<file path="config.mk">
export PLATFORM = sky130hd
export DESIGN_NAME = code_entry_ctrl
export DESIGN_NICKNAME = d
export VERILOG_FILES = /design/src/rtl/lock_pkg.sv /design/src/rtl/lock_timer.sv /design/src/rtl/code_entry_ctrl.sv
export SDC_FILE = /design/constraint.sdc
export NUM_CORES = 1
export LEC_CHECK = 0
export BUFFER_PORTS_ARGS = -buffer_cell sky130_fd_sc_hd__buf_2
export CORE_ASPECT_RATIO = 0.6
export CORE_MARGIN = 4
export CORE_UTILIZATION = 40
export DETAILED_ROUTE_END_ITERATION = 8
export PLACE_DENSITY = 0.64
export SYNTH_ARGS = -nofsm -noshare
export SYNTH_HDL_FRONTEND = slang
export SYNTH_SLANG_ARGS = --single-unit
</file>
<file path="constraint.sdc">
create_clock -name clk -period 2.48 [get_ports clk]
set_input_delay 0.496 -clock clk [delete_from_list [all_inputs] [get_ports clk]]
set_output_delay 0.496 -clock clk [all_outputs]
set_load 0.02 [all_outputs]
</file>
<file path="src/rtl/lock_pkg.sv">
// Shared definitions for the code-entry lock: FSM state encoding, attempt
// counter sizing, default digit width and a small sizing helper.
package lock_pkg;

  typedef enum logic [2:0] {
    IDLE    = 3'd0,
    ENTRY   = 3'd1,
    CHECK   = 3'd2,
    OPEN    = 3'd3,
    FAIL    = 3'd4,
    LOCKOUT = 3'd5
  } state_e;

  localparam int              UA_W        = 3;
  localparam logic [UA_W-1:0] UA_MAX      = 3'd7;
  localparam int              DIGIT_W_DEF = 4;

  function automatic int max3(input int a, input int b, input int c);
    int m;
    m = (a > b) ? a : b;
    return (m > c) ? m : c;
  endfunction

endpackage

</file>
<file path="src/rtl/lock_timer.sv">
// Loadable down-counter shared by the open window, the lockout window and
// the optional inter-digit timeout. done is high while the count is zero.
module lock_timer #(
  parameter int W = 10
) (
  input  logic         clk,
  input  logic         rst,
  input  logic         load,
  input  logic [W-1:0] load_val,
  output logic         done
);

  logic [W-1:0] count_q, count_d;

  always_comb begin
    count_d = count_q;
    if (load) begin
      count_d = load_val;
    end else if (count_q != '0) begin
      count_d = count_q - 1'b1;
    end
  end

  always_ff @(posedge clk) begin
    if (rst) begin
      count_q <= '0;
    end else begin
      count_q <= count_d;
    end
  end

  assign done = (count_q == '0);

endmodule

</file>
<file path="src/rtl/code_entry_ctrl.sv">
// Key-entry controller: collects digits, checks them against CODE, drives
// unlock / lockout and the failed-attempt count. Macro ENTRY_TIMEOUT_EN adds
// an inter-digit timeout in ENTRY.
module code_entry_ctrl
  import lock_pkg::*;
#(
  parameter int                          DIGIT_W        = DIGIT_W_DEF,
  parameter int                          CODE_LEN       = 4,
  parameter logic [CODE_LEN*DIGIT_W-1:0] CODE           = 16'h1234,
  parameter int                          OPEN_CYCLES    = 50,
  parameter int                          LOCKOUT_CYCLES = 1000,
  parameter int                          TIMEOUT_CYCLES = 200
) (
  input  logic               clk,
  input  logic               rst,
  input  logic               key_valid,
  input  logic [DIGIT_W-1:0] key_digit,
  input  logic               key_clear,
  input  logic               gt,
  output logic [UA_W-1:0]    ua,
  output logic               unlock,
  output logic               locked_out,
  output logic               err,
  output logic [3:0]         digits,
  output state_e             dbg_state
);

  // Key handshake: key_valid is a single-cycle strobe with no ready; a digit
  // is taken on the edge where key_valid is high in IDLE/ENTRY, else lost.

  localparam int         EW   = CODE_LEN * DIGIT_W;
  localparam int         TMAX = max3(OPEN_CYCLES, LOCKOUT_CYCLES, TIMEOUT_CYCLES);
  localparam int         TW   = $clog2(TMAX + 1);
  localparam logic [3:0] LEN4 = 4'(CODE_LEN);

`ifdef ENTRY_TIMEOUT_EN
  localparam bit TIMEOUT_EN = 1'b1;
`else
  localparam bit TIMEOUT_EN = 1'b0;
`endif

  state_e            state_q, state_d;
  logic [EW-1:0]     entry_q, entry_d;
  logic [3:0]        digits_q, digits_d;
  logic [UA_W-1:0]   ua_q, ua_d;
  logic              tmr_load;
  logic [TW-1:0]     tmr_val;
  logic              tmr_done;

  lock_timer #(.W(TW)) u_timer (
    .clk      (clk),
    .rst      (rst),
    .load     (tmr_load),
    .load_val (tmr_val),
    .done     (tmr_done)
  );

  always_comb begin
    state_d  = state_q;
    entry_d  = entry_q;
    digits_d = digits_q;
    ua_d     = ua_q;
    tmr_load = 1'b0;
    tmr_val  = '0;
    case (state_q)
      IDLE: begin
        if (!key_clear && key_valid) begin
          entry_d  = (entry_q << DIGIT_W) | EW'(key_digit);
          digits_d = 4'd1;
          state_d  = (CODE_LEN == 1) ? CHECK : ENTRY;
          tmr_load = TIMEOUT_EN;
          tmr_val  = TW'(TIMEOUT_CYCLES - 1);
        end
      end
      ENTRY: begin
        // A full entry register commits to CHECK on the following edge.
        if (key_clear) begin
          state_d = IDLE;
        end else if (digits_q == LEN4) begin
          state_d = CHECK;
        end else if (key_valid) begin
          entry_d  = (entry_q << DIGIT_W) | EW'(key_digit);
          digits_d = digits_q + 4'd1;
          tmr_load = TIMEOUT_EN;
          tmr_val  = TW'(TIMEOUT_CYCLES - 1);
        end else if (TIMEOUT_EN && tmr_done) begin
          state_d = IDLE;
        end
      end
      CHECK: begin
        if (entry_q == CODE) begin
          ua_d     = '0;
          state_d  = OPEN;
          tmr_load = 1'b1;
          tmr_val  = TW'(OPEN_CYCLES - 1);
        end else begin
          ua_d    = (ua_q == UA_MAX) ? ua_q : ua_q + 1'b1;
          state_d = FAIL;
        end
      end
      OPEN: begin
        if (tmr_done) state_d = IDLE;
      end
      FAIL: begin
        if (gt) begin
          state_d  = LOCKOUT;
          tmr_load = 1'b1;
          tmr_val  = TW'(LOCKOUT_CYCLES - 1);
        end else begin
          state_d = IDLE;
        end
      end
      LOCKOUT: begin
        if (tmr_done) state_d = IDLE;
      end
      default: state_d = IDLE;
    endcase
    // Partial entries only live in ENTRY/CHECK; every other state sees zero.
    if (state_d != ENTRY && state_d != CHECK) begin
      entry_d  = '0;
      digits_d = '0;
    end
  end

  always_ff @(posedge clk) begin
    if (rst) begin
      state_q  <= IDLE;
      entry_q  <= '0;
      digits_q <= '0;
      ua_q     <= '0;
    end else begin
      state_q  <= state_d;
      entry_q  <= entry_d;
      digits_q <= digits_d;
      ua_q     <= ua_d;
    end
  end

  assign ua         = ua_q;
  assign digits     = digits_q;
  assign unlock     = (state_q == OPEN);
  assign locked_out = (state_q == LOCKOUT);
  assign err        = (state_q == FAIL);
  assign dbg_state  = state_q;

endmodule
</file>
==> results.yml <==
status:
  outcome: "complete, no violations"
layout:
  n_antenna_cell: 0
  fillCellCount: 459
  nNetsFinal: 239
  drive_gt1_share_pct: 23.11
  syn2layout_area_growth_pct: 14.84
  fin_cells: 288
  postLayoutCoreUtil_pct: 47.72
  stdcell_area_um2: 2178
timing:
  finalCriticalPeriod_ns: 2.101
  hold_violations: 0
  fin_ws_ns: 0.3786
  worstMarginPinSlew_ns: 0.5876
  slew_headroom_pct: 60.27
  fmax_ghz: 0.4759
  fin_skew_ns: 0.003980
  rsz0062_at_grt: "false"
  period_share_pct: 84.73
  finalMaxSlewViolations: 0
  setup-violations-final: 0
  tns_ns: 0
power:
  vdd_drop_max_uv: 398.3
  pwr-share-comb_pct: 31.4
  p_clk_share_pct: 26.1
  power.density_nw_per_um2: 754.7
  power.internal_w: 0.001106
  power_frac_seq_pct: 42.5
  power_switching_w: 0.0005382
  leakage_nw: 0.9288
  swShare_pct: 32.74
clock_tree:
  clk_path_buf_depth: 2
  htree_levels: 2
  postCtsSetupRepairBufs: 0
  cts.clk_slew.worst_paths_ns: 0.07
  cts_hold_buf: 0
  cts_root_buf: "clkbuf_8"
  numCtsBuffers: 5
  cts_resized: 0
  cts_tree: "yes"
  insertion_delay_ns: 0.28
  cts.sinks: 36
worst_setup_path:
  critPathCaptureType: "flip-flop"
  cp-start-kind: "flip-flop"
  r2r_slack_ns: 0.38
  timing.rr.start: "digits[0]"
  rr_worst_depth: 8
  crit_fanout: 20
  crit_arrival_ns: 2.27
  r2r-end: "entry_q[10]"
  worstPathRequired_ns: 2.65
  critPathKind: "reg2reg"
hold_path:
  holdPathStages: 3
  min-delay-start: "key_digit[1]"
  hp-class: "in2reg"
  holdPathEnd: "entry_q[1]"
grt:
  grt_pass1_wl_um: 6955
  first_global_vias: 1418
  gr-total-overflow: 0
  grt_max_degree: 21
  antenna_found_initial: 0
  grtUsageTotal_pct: 14.88
logic_synthesis:
  synth_edf_count: 0
  synth_area_per_cell_um2: 9.484
  synth_area_um2: 1897
  yosys_register_bits: 36
  async_reset_ff_share_pct: 0
  synthCells: 200
  synthDistinctLibCells: 47
  yosys_warnings: 0
  yosysSeqAreaShare_pct: 37.99
  synth_nets: 215
  ys.flop_type: "dfxtp_1"
placement:
  dp_cells: 280
  place_area_um2: 2086
  portBuffers: 21
  post-dp-hpwl_um: 2977
  dp_slack_ns: 0.3410
  gp_congestion: 0.8126
detailed_routing:
  wirelength_um: 4093
  antenna_left: 0
  dr.pass1.iters: 4
  drc: 0
  viasPerCell: 5.316
  wire_per_inst_um: 14.21
  drt_iter0_drc: 95
  vias: 1531
die:
  fp.dieH_um: 61.34
  num_rows: 19
  die_x_um: 96.90
  start_util_pct: 41.56
  die-area_um2: 5944
  core-area_um2: 4564
  ios: 22
flow_run:
  drv_cap: 0
per-layer routing:
| layer | track usage (%) | share of wire, % | up-vias | wire length, um |
|---|---|---|---|---|
| met2 | 20.49 | 38 | 45 | 1567 |
| met5 | 0 | 0 | - | 0 |
| li1 | - | - | 780 | - |
| met3 | 4.186 | 6.6 | 4 | 271 |
| met4 | 4.800 | 0.93 | 0 | 38 |
| met1 | 22.21 | 54 | 702 | 2216 |
cell type report:
cell class	count	area, um2	area share [%]
repair buffers	28	170.2	7.812
flip-flops and latches	36	720.7	33.08
inverters	5	18.77	0.8616
well taps	63	78.83	3.619
clock buffers	6	82.58	3.791
clock inverters	2	10.01	0.4595
multi-input cells	148	1097	50.37
cell usage in the layout (no fill, tap or decap), types with 2 or more instances in the layout:
cell      count
nor3_1       21
nand2b_1      2
ha_1          6
nor4b_2       7
a21oi_1      12
nor2_1       11
nand4_1       2
clkbuf_8      6
xnor2_1       5
a21o_1        2
a31oi_1       2
nor2b_1       3
nand2_1       9
inv_1         5
nor4b_1       3
dfxtp_1      36
nand3_1      10
and3b_1       2
mux2i_1      17
and2_1        3
clkinv_2      2
xor2_1        5
or3b_2        3
buf_2        21
buf_4         6
a22oi_1       3
synthesized netlist by cell type (all sizes together) (2+ instances only):
master / instances / area share (%)
mux2i: 17 / 9.0
nand4: 3 / 1.3
nor4: 2 / 1.5
a31oi: 2 / 0.66
nand2: 10 / 2.1
nand2b: 2 / 0.66
nor2b: 3 / 0.99
nor2: 11 / 2.2
clkbuf: 4 / 0.79
nor4b: 10 / 6.9
nand3: 10 / 2.6
and3b: 2 / 0.92
a22oi: 3 / 1.2
or3b: 3 / 1.4
a21o: 2 / 0.79
and2: 3 / 0.99
inv: 5 / 0.99
xor2: 5 / 2.3
buf: 7 / 2.4
nor3: 21 / 5.5
ha: 6 / 4.0
a21oi: 12 / 3.2
xnor2: 5 / 2.3
dfxtp: 36 / 38
o21ai: 2 / 0.53
metrics by stage:
| step | total power (W) | hold slack [ns] |
|---|---|---|
| final | 0.001644 | 0.4935 |
| after global routing | 0.001749 | 0.4964 |
| after CTS | 0.001651 | 0.4954 |
| after detailed placement | 0.001219 | 0.5200 |
| after global placement | 0.001215 | 0.5159 |
| after floorplan | 0.001108 | 0.5047 |
critical path: stages (launching register included):
cell and delay (ns):
dfxtp_1 0.41, inv_1 0.07, ha_1 0.22, and3b_1 0.19, nor2b_1 0.15, o221a_2 0.29, o311ai_2 0.35, buf_12 0.21
nor3_1 0.07
power by group through the flow:
stage	logic, W	clock network, W	registers [W]
2_1_floorplan	0.000411	0	0.000697
3_3_place_gp	0.000505	0	0.000709
3_5_place_dp	0.000509	0	0.000710
4_1_cts	0.000511	0.000443	0.000697
5_1_grt	0.000572	0.000470	0.000706
6_report	0.000516	0.000429	0.000699
state kept, by name, indices dropped and copies added, names as in the netlist:
name / count
dbg_state: 3
digits: 4
entry_q: 16
u_timer.count_q: 10
ua: 3
how the worst max path moves through the flow:
stage	from	depth (start not counted)	endpoint
2_1_floorplan	dbg_state[2]	6	digits[1]
3_3_place_gp	key_clear	7	entry_q[2]
3_5_place_dp	key_clear	7	entry_q[12]
4_1_cts	digits[0]	8	entry_q[10]
5_1_grt	entry_q[1]	6	entry_q[2]
6_report	digits[0]	8	entry_q[10]
logic make-up after synthesis:
logic type | after synthesis | share of synthesized area, %
muxes | 17 | 8.971
xor gates and xnor gates | 10 | 4.617
AOI/OAI and AO/OA | 29 | 10.62
adders and majority gates | 6 | 3.958
buffers and inverters | 16 | 4.155
DFF | 36 | 37.99
and+or+nand+nor | 86 | 29.68
No activity file was read; power rests on OpenSTA's default activity.
